[config.mk]
export PLATFORM = sky130hd
export DESIGN_NAME = mem_writer_flat
export DESIGN_NICKNAME = d
export VERILOG_FILES = /design/src/rtl/mem_writer_if.sv /design/src/rtl/mem_writer.sv /design/src/flat_wrapper.sv
export SDC_FILE = /design/constraint.sdc
export NUM_CORES = 1
export LEC_CHECK = 0
export ABC_CLOCK_PERIOD_IN_PS = 3700
export CAP_MARGIN = 5
export CORE_AREA = 2 2 405 407
export DETAILED_ROUTE_END_ITERATION = 7
export DIE_AREA = 0 0 407 409
export PLACE_DENSITY_LB_ADDON = 0.2
export SKIP_CTS_REPAIR_TIMING = 1
export SKIP_LAST_GASP = 1
export SYNTH_ARGS = -nofsm -noshare
export SYNTH_HDL_FRONTEND = slang
export SYNTH_SLANG_ARGS = --single-unit
export TNS_END_PERCENT = 30
[constraint.sdc]
create_clock -name clk -period 3.7 [get_ports clk]
set_clock_uncertainty 0.15 [all_clocks]
set_input_delay 0.74 -clock clk [delete_from_list [all_inputs] [get_ports clk]]
set_output_delay 0.74 -clock clk [all_outputs]
set_load 0.01 [all_outputs]
[src/rtl/mem_writer_if.sv]
// Bus between the top-level controller / conv engine and mem_writer:
// start/base/result snapshot inputs, memory write port and done pulse.
interface mem_writer_if #(
  parameter int unsigned NUM_FILTERS = 4,
  parameter int unsigned RES_SIZE    = 16
);
  logic                                       start;
  logic [7:0]                                 w_base;
  logic [NUM_FILTERS-1:0][RES_SIZE-1:0][15:0] res_data;
  logic                                       mem_busy;
  logic [7:0]                                 mem_adr;
  logic [7:0]                                 mem_wr_data;
  logic                                       mem_wr_en;
  logic                                       done;

  // Controller / memory side
  modport master (
    output start, w_base, res_data, mem_busy,
    input  mem_adr, mem_wr_data, mem_wr_en, done
  );

  // mem_writer side
  modport slave (
    input  start, w_base, res_data, mem_busy,
    output mem_adr, mem_wr_data, mem_wr_en, done
  );
endinterface

[src/rtl/mem_writer.sv]
// mem_writer: snapshots NUM_FILTERS x RES_SIZE signed 16-bit results on start
// and streams them one byte per cycle into data memory from w_base.
// Optional macro MEM_WRITER_CLIP_EN: saturate each value to 0..255 instead of
// truncating to the low byte.
module mem_writer #(
  parameter int unsigned NUM_FILTERS   = 4,
  parameter int unsigned RES_SIZE      = 16,
  parameter int unsigned FILTER_STRIDE = 16
) (
  input  logic        clk,
  input  logic        rst,
  mem_writer_if.slave bus
);

  localparam int unsigned F_W = (NUM_FILTERS > 1) ? $clog2(NUM_FILTERS) : 1;
  localparam int unsigned I_W = (RES_SIZE > 1) ? $clog2(RES_SIZE) : 1;
  localparam logic [F_W-1:0] F_LAST = F_W'(NUM_FILTERS - 1);
  localparam logic [I_W-1:0] I_LAST = I_W'(RES_SIZE - 1);

  typedef enum logic [1:0] {IDLE, WRITE, DONE} state_t;
  typedef logic [NUM_FILTERS-1:0][RES_SIZE-1:0][15:0] snap_t;

  state_t         state_q, state_d;
  logic [F_W-1:0] f_q, f_d;
  logic [I_W-1:0] i_q, i_d;
  logic [7:0]     base_q, base_d;
  snap_t          snap_q, snap_d;
  logic [7:0]     adr_q, adr_d;
  logic [7:0]     data_q, data_d;
  logic           wr_en_q, wr_en_d;
  logic           done_q, done_d;
`ifdef MEM_WRITER_CLIP_EN
  logic signed [15:0] sel;
`endif

  // State, counters, snapshot and registered outputs
  always_ff @(posedge clk) begin
    if (!rst) begin
      state_q <= IDLE;
      f_q     <= '0;
      i_q     <= '0;
      base_q  <= '0;
      snap_q  <= '0;
      adr_q   <= '0;
      data_q  <= '0;
      wr_en_q <= 1'b0;
      done_q  <= 1'b0;
    end else begin
      state_q <= state_d;
      f_q     <= f_d;
      i_q     <= i_d;
      base_q  <= base_d;
      snap_q  <= snap_d;
      adr_q   <= adr_d;
      data_q  <= data_d;
      wr_en_q <= wr_en_d;
      done_q  <= done_d;
    end
  end

  // Next state/counters, then next output values derived from them so the
  // outputs are registered yet reflect the write presented in the next cycle
  always_comb begin
    state_d = state_q;
    f_d     = f_q;
    i_d     = i_q;
    base_d  = base_q;
    snap_d  = snap_q;
    adr_d   = '0;
    data_d  = '0;
`ifdef MEM_WRITER_CLIP_EN
    sel     = '0;
`endif

    case (state_q)
      IDLE: begin
        if (bus.start) begin
          snap_d  = bus.res_data;
          base_d  = bus.w_base;
          f_d     = '0;
          i_d     = '0;
          state_d = WRITE;
        end
      end
      WRITE: begin
        if (!bus.mem_busy) begin
          if (i_q == I_LAST) begin
            i_d = '0;
            if (f_q == F_LAST) begin
              f_d     = '0;
              state_d = DONE;
            end else begin
              f_d = f_q + F_W'(1);
            end
          end else begin
            i_d = i_q + I_W'(1);
          end
        end
      end
      DONE:    state_d = IDLE;
      default: state_d = IDLE;
    endcase

    wr_en_d = (state_d == WRITE);
    done_d  = (state_d == DONE);

    if (state_d == WRITE) begin
      adr_d = base_d + 8'(32'(f_d) * FILTER_STRIDE) + 8'(i_d);
`ifdef MEM_WRITER_CLIP_EN
      sel = signed'(snap_d[f_d][i_d]);
      if (sel < 16'sd0)
        data_d = 8'h00;
      else if (sel > 16'sd255)
        data_d = 8'hFF;
      else
        data_d = sel[7:0];
`else
      data_d = snap_d[f_d][i_d][7:0];
`endif
    end
  end

  assign bus.mem_adr     = adr_q;
  assign bus.mem_wr_data = data_q;
  assign bus.mem_wr_en   = wr_en_q;
  assign bus.done        = done_q;

endmodule

[src/flat_wrapper.sv]
// flat-port wrapper written by rule: the top's interface ports become plain ports
module mem_writer_flat 
#(
  parameter int unsigned NUM_FILTERS   = 4,
  parameter int unsigned RES_SIZE      = 16,
  parameter int unsigned FILTER_STRIDE = 16
)
  (clk, rst, bus_start, bus_w_base, bus_res_data, bus_mem_busy, bus_mem_adr, bus_mem_wr_data, bus_mem_wr_en, bus_done);
  mem_writer_if #(.NUM_FILTERS(NUM_FILTERS), .RES_SIZE(RES_SIZE)) bus_i ();
  input  logic clk;
  input  logic rst;
  input wire logic [$bits(bus_i.start)-1:0] bus_start;
  input wire logic [$bits(bus_i.w_base)-1:0] bus_w_base;
  input wire logic [$bits(bus_i.res_data)-1:0] bus_res_data;
  input wire logic [$bits(bus_i.mem_busy)-1:0] bus_mem_busy;
  output wire logic [$bits(bus_i.mem_adr)-1:0] bus_mem_adr;
  output wire logic [$bits(bus_i.mem_wr_data)-1:0] bus_mem_wr_data;
  output wire logic [$bits(bus_i.mem_wr_en)-1:0] bus_mem_wr_en;
  output wire logic [$bits(bus_i.done)-1:0] bus_done;
  assign bus_i.start = bus_start;
  assign bus_i.w_base = bus_w_base;
  assign bus_i.res_data = bus_res_data;
  assign bus_i.mem_busy = bus_mem_busy;
  assign bus_mem_adr = bus_i.mem_adr;
  assign bus_mem_wr_data = bus_i.mem_wr_data;
  assign bus_mem_wr_en = bus_i.mem_wr_en;
  assign bus_done = bus_i.done;
  mem_writer #(.NUM_FILTERS(NUM_FILTERS), .RES_SIZE(RES_SIZE), .FILTER_STRIDE(FILTER_STRIDE)) u_core (.clk(clk), .rst(rst), .bus(bus_i));
endmodule
==> flow_metrics.py, run 1 <==
metrics = {
    "synth": {
        "synth_top_cells_by_area": "dfxtp_1, nand2_1, a21boi_0, mux2i_1, clkbuf_1",
        "yosysTopAreaCell": "dfxtp_1",
        "ys_ff_latch": 546,
        "yosys_warnings": 0,
        "yosys.cell_types.count": 71,
        "yosysTopAreaCellShare": 0.412,
        "yosysMostFrequentCell": "nand2_1",
        "synthSimpleGateAreaFrac": 0.232,
        "synth.mux.area_fraction": 0.0486,
        "synth_ff_type": "dfxtp_1",
        "syn_nets": 4462,
        "synth_area_mm2": 0.0265,
        "synth_top_family_by_area": "compound AO/OA/AOI/OAI gates",
        "yosys-top-cells-count": "nand2_1, dfxtp_1, a21boi_0, clkbuf_1, mux2i_1",
        "synth_compound_area_frac": 0.255,
        "synthCells": 3417,
        "yosys.area_share.adder": 0.00453,
        "synth_edf_count": 0,
        "syn_area_per_cell_um2": 7.77,
        "yosysSeqAreaShare": 0.412,
        "synthArstFlopShare": 0,
        "synth_xor_area_frac": 0.00198,
    },
    "setup_path": {
        "worstPathMaxFanout": 18,
        "critPathRequiredTime_ps": 4110,
        "rr_worst_depth": 13,
        "timing.rr.end": "u_core.bus.mem_wr_data[1]",
        "critPathCapture": "u_core.bus.mem_wr_data[1]",
        "start_kind": "primary input",
        "setup.worst_path.end_class": "register",
        "reg2reg_from": "u_core.f_q[0]",
        "r2r_slack_ps": -20,
        "cp_data_arrival_time_ps": 4170,
        "path_class": "primary input to register",
        "critPathLaunch": "bus_mem_busy",
    },
    "global_routing": {
        "gr-usage-all-layers": 0.179,
        "globalRouteOverflowTotal": 0,
        "grt_max_degree": 160,
        "antenna_found_initial": 124,
        "grt_pass1_wl_um": 209000,
        "grt_pass1_vias": 26600,
    },
    "timing": {
        "min_period_ps": 3760,
        "grt_setup_unrepaired": "true",
        "drv_slew": 0,
        "fmax_mhz": 266,
        "setup_slack_ps": -59.5,
        "setup_viol_count_final": 4,
        "fin_crit_sh": 1.02,
        "relSlewSlack": 0.433,
        "whs_ps": 280,
        "worst_pin_slew_ps": 845,
        "hold_violations": 0,
    },
    "floorplan": {
        "die_y_um": 409,
        "dieArea_mm2": 0.166,
        "coreArea_mm2": 0.162,
        "initial_core_util": 0.164,
        "die_w_um": 407,
        "rows": 148,
        "ioPinCount": 1054,
    },
    "place": {
        "portBuffers": 541,
        "hpwl_um": 120000,
        "gp_congestion": 0.827,
        "dpl_worst_slack_ps": -1160,
        "dp_cells": 6175,
    },
    "detailed_routing": {
        "wl_um": 153000,
        "ant_nets": 0,
        "wl_per_cell_um": 24.2,
        "drtIter0Drc": 1797,
        "wl_met3_um": 14700,
        "wl_met1_um": 70800,
        "wl_met2_um": 63500,
        "highest_layer": "met5",
        "vias": 27200,
        "vias_per_cell": 4.30,
        "drc_errors": 0,
        "first_pass_iters": 5,
    },
    "final_layout": {
        "area_growth_pct": 48.5,
        "register_area_mm2": 0.0109,
        "fin_cells": 6326,
        "drive_above_1_share": 0.124,
        "final_nets": 5121,
        "n_fill_cell": 17800,
        "multiInputGateArea_mm2": 0.0146,
    },
    "job": {
        "maxCapViolCount": 0,
    },
    "clocking": {
        "htreeDepth": 3,
        "cts_tree": "built",
        "clkLatencyLatePin_ps": 700,
        "cts_buffer_depth": 3,
        "clkTransAtPathRegs_ps": 60,
        "cts.sinks": 546,
        "cts-buffers-inserted": 74,
        "clock-root-buffer": "clkbuf_16",
    },
    "pwr": {
        "power.density_mw_per_mm2": 420,
        "vdd_drop_max_uv": 341,
        "power_leakage_nw": 14.8,
    },
    "hold_path": {
        "hold_class": "primary input to register",
    },
    "status": {
        "violations": "setup timing",
        "outcome": "finished, violations left",
    },
}
==> sequential cells by signal (all words and copies together) (netlist names) <==
register	cells
u_core.snap_q	512
u_core.bus.mem_wr_data	8
u_core.bus.mem_wr_en	1
u_core.base_q	8
u_core.f_q	2
u_core.bus.mem_adr	8
u_core.bus.done	1
u_core.state_q	2
u_core.i_q	4
==> power breakdown <==
group / switching, mW / internal [mW] / leakage [nW]
sequential: 0.217 / 6.22 / 4.48
clock: 3.15 / 4.54 / 1.25
combinational: 1.25 / 1.19 / 9.11
total: 4.62 / 11.9 / 14.8
==> cells in the final DEF, fill, tap and decap left out, drive strengths merged, types with 8 or more instances in the layout <==
cell type	instances
o2111ai	18
a21boi	512
a211o	30
nor2	68
mux2	27
diode	21
o211ai	19
o22ai	20
dfxtp	546
a21oi	55
inv	11
and3	65
clkinv	17
buf	334
nand3	59
o21ai	49
a32oi	20
and2	17
a211oi	86
nand2	1236
ha	8
nor2b	10
clkdlybuf4s50	540
a31oi	49
mux2i	97
nor3	18
clkbuf	106
o221ai	11
==> critical path, stage by stage <==
cell and delay [ps]:
clkdlybuf4s50_1 510, buf_4 210, nor3b_2 350, nor2_1 180
o21ai_4 200, buf_12 240, buf_4 180, mux2i_1 200
mux2i_1 200, a2111oi_0 480, buf_4 230, a41o_1 260
o21ai_1 120
==> worst min path at each step <==
| stage | start | to | cells past startpoint |
|---|---|---|---|
| floorplan | u_core.snap_q[100] | u_core.snap_q[100] | 2 |
| global placement | u_core.snap_q[709] | u_core.snap_q[709] | 2 |
| detailed placement | u_core.snap_q[100] | u_core.snap_q[100] | 2 |
| CTS | rst | u_core.snap_q[21] | 2 |
| global route | rst | u_core.snap_q[304] | 2 |
| finish | rst | u_core.snap_q[343] | 2 |
==> area by class of cell <==
type / instances / share of cell area
Clock inverter: 24 / 0.0110
Inverter: 11 / 0.00108
Sequential cell: 546 / 0.277
Tap cell: 2175 / 0.0691
Antenna cell: 21 / 0.00133
Timing Repair Buffer: 874 / 0.215
Multi-Input combinational cell: 2569 / 0.371
Clock buffer: 106 / 0.0541
==> metrics by stage <==
stage / util / power (mW) / instance area, µm² / TNS, ps
final: 0.243 / 16.6 / 39400 / -92.7
after global routing: 0.243 / 17.3 / 39400 / -637
after CTS: 0.242 / 16.8 / 39200 / -2270
after detailed placement: 0.226 / 9.01 / 36600 / -9340
after global placement: 0.226 / 9.00 / 36600 / -9540
after floorplan: - / 7.52 / 26500 / 0
==> logic make-up (layout without fill, tap and decap cells) <==
group / after synthesis / count (layout)
simple gates: 1506 / 1506
buf+inv: 302 / 1015
fa+ha+maj: 9 / 9
xor+xnor: 6 / 6
mux: 124 / 124
flops: 546 / 546
compound gates: 924 / 924
other cells: 0 / 21
==> routing by layer <==
metal	up-vias	GRT usage
met4	106	0.0455
met2	892	0.260
met5	-	0
met3	295	0.0737
met1	12900	0.242
li1	13100	-
Power figures use the tool's default switching activity.
==> run 2, diff against run 1 <==
ABC_CLOCK_PERIOD_IN_PS = 3850   (was 3700)
CTS_BUF_LIST = sky130_fd_sc_hd__clkbuf_4 sky130_fd_sc_hd__clkbuf_8 sky130_fd_sc_hd__clkbuf_16   (was not set)
CTS_CLUSTER_DIAMETER = 200   (was not set)
clock period = 3.85 ns   (was 3.7 ns; I/O delays follow)
==> run 2 against run 1 <==
  * The flow still finishes with violations (setup timing)
  * Sequential power shrank 3.7%
  * Largest power group unchanged
  * Global-route usage rose by 0.31 points
  * First-iteration DRC count is 7.3% lower
  * Critical path depth shrank 1
  * Largest cell class unchanged
  * Register-to-register slack worse by 70 ps
==> flow_metrics.py, run 2 (same netlist as run 1, synthesis figures left out) <==
metrics = {
    "status": {
        "outcome": "finished, violations left",
        "violations": "setup timing",
    },
    "global_routing": {
        "grt_max_degree": 188,
        "globalRouteOverflowTotal": 0,
        "grt_pass1_wl_um": 213000,
        "gr-usage-all-layers": 0.182,
        "grt_pass1_vias": 27000,
        "antenna_found_initial": 120,
    },
    "detailed_routing": {
        "wl_met1_um": 74300,
        "vias_per_cell": 4.32,
        "drtIter0Drc": 1665,
        "wl_met3_um": 12800,
        "wl_um": 156000,
        "vias": 27200,
        "drc_errors": 0,
        "first_pass_iters": 5,
        "wl_met2_um": 64500,
        "ant_nets": 0,
        "wl_per_cell_um": 24.7,
        "highest_layer": "met5",
    },
    "hold_path": {
        "hold_class": "primary input to register",
    },
    "floorplan": {
        "rows": 148,
        "coreArea_mm2": 0.162,
        "ioPinCount": 1054,
        "dieArea_mm2": 0.166,
        "die_w_um": 407,
        "die_y_um": 409,
        "initial_core_util": 0.164,
    },
    "setup_path": {
        "critPathRequiredTime_ps": 4250,
        "cp_data_arrival_time_ps": 4340,
        "path_class": "register to register",
        "worstPathMaxFanout": 14,
        "start_kind": "register",
        "setup.worst_path.end_class": "register",
    },
    "timing": {
        "fin_crit_sh": 1.02,
        "grt_setup_unrepaired": "true",
        "fin_setup_tns_ps": -87.7,
        "setup_viol_count_final": 1,
        "drv_slew": 0,
        "worst_pin_slew_ps": 1070,
        "hold_violations": 0,
        "min_period_ps": 3940,
        "fmax_mhz": 254,
        "setup_slack_ps": -87.7,
        "whs_ps": 292,
        "relSlewSlack": 0.284,
    },
    "place": {
        "portBuffers": 541,
        "hpwl_um": 121000,
        "dpl_cell_area_mm2": 0.0365,
        "dp_cells": 6143,
        "gp_congestion": 0.835,
        "dpl_worst_slack_ps": -1110,
    },
    "pwr": {
        "switching_share": 0.278,
        "power_leakage_nw": 14.8,
        "power.density_mw_per_mm2": 411,
        "internal_power_mw": 11.6,
        "power_mw": 16.1,
        "vdd_drop_max_uv": 307,
        "pwr-share-seq": 0.383,
        "power_frac_comb": 0.145,
        "power.switching_mw": 4.49,
        "pwr-share-clk": 0.472,
    },
    "clocking": {
        "clkLatencyLatePin_ps": 710,
        "clkTransAtPathRegs_ps": 60,
        "cts.sinks": 546,
        "cts_tree": "built",
        "cts-buffers-inserted": 78,
        "clock-root-buffer": "clkbuf_16",
        "htreeDepth": 3,
        "cts_buffer_depth": 3,
    },
    "job": {
        "maxCapViolCount": 0,
    },
    "final_layout": {
        "drive_above_1_share": 0.122,
        "layout_common_cells": "nand2_1, dfxtp_1, clkdlybuf4s50_1",
        "final_common_cell": "nand2_1",
        "design_area_mm2": 0.0393,
        "utilization": 0.243,
        "final_nets": 5093,
        "top_register": "u_core.snap_q",
        "fin_cells": 6304,
        "largest_reg_flops": 512,
        "area_growth_pct": 48.1,
    },
}
[run 2: changes by cell type in the layout (fill, tap and decap cells not counted), sizes merged]
cell	before	now
clkinv	17	16
clkbuf	106	116
diode	21	18
clkdlybuf4s50	540	539
bufinv	7	4
dlymetal6s2s	0	1
buf	334	302
inv	11	15
clkinvlp	0	3
[run 2: final cells by class]
cell class | count | area [µm²]
Inverter | 11 | 43.8
Timing Repair Buffer | 842 | 8340
Fill cell | 17900 | 123000
Tap cell | 2175 | 2720
Multi-Input combinational cell | 2569 | 14500
Antenna cell | 18 | 45.0
Clock inverter | 27 | 359
Sequential cell | 546 | 10900
Clock buffer | 116 | 2350
[run 2: power groups by stage]
stage | registers [mW] | clock network [mW] | logic [mW]
after CTS | 6.19 | 7.88 | 2.37
after floorplan | 6.22 | 0 | 1.00
after detailed placement | 6.31 | 0 | 2.36
after global placement | 6.30 | 0 | 2.35
final | 6.19 | 7.62 | 2.33
after global routing | 6.22 | 8.07 | 2.54
[run 2: critical path: stages, from the launching register on]
cell and delay [ps]:
dfxtp_2 320, ha_1 210, or3b_1 410, or3_4 420
and2_4 230, buf_12 160, buf_12 150, buf_4 210
nand2_1 80, nand3_1 190, a22o_1 270, nor4_1 790
o22ai_1 150
[run 2: path summary, 6_finish.rpt]
kind,from,end,slack [ps],depth (start not counted)
hold reg to reg,u_core.snap_q[38],u_core.snap_q[38],310,2
setup / recovery,u_core.f_q[0],u_core.bus.mem_wr_data[5],-90,12
setup reg to reg,u_core.f_q[0],u_core.bus.mem_wr_data[5],-90,12
hold / removal,rst,u_core.snap_q[82],290,2
[run 2: routing by layer]
layer	global-route usage	up-vias
met4	0.0393	92
met1	0.255	13000
li1	-	13000
met3	0.0627	259
met5	0	-
met2	0.266	843
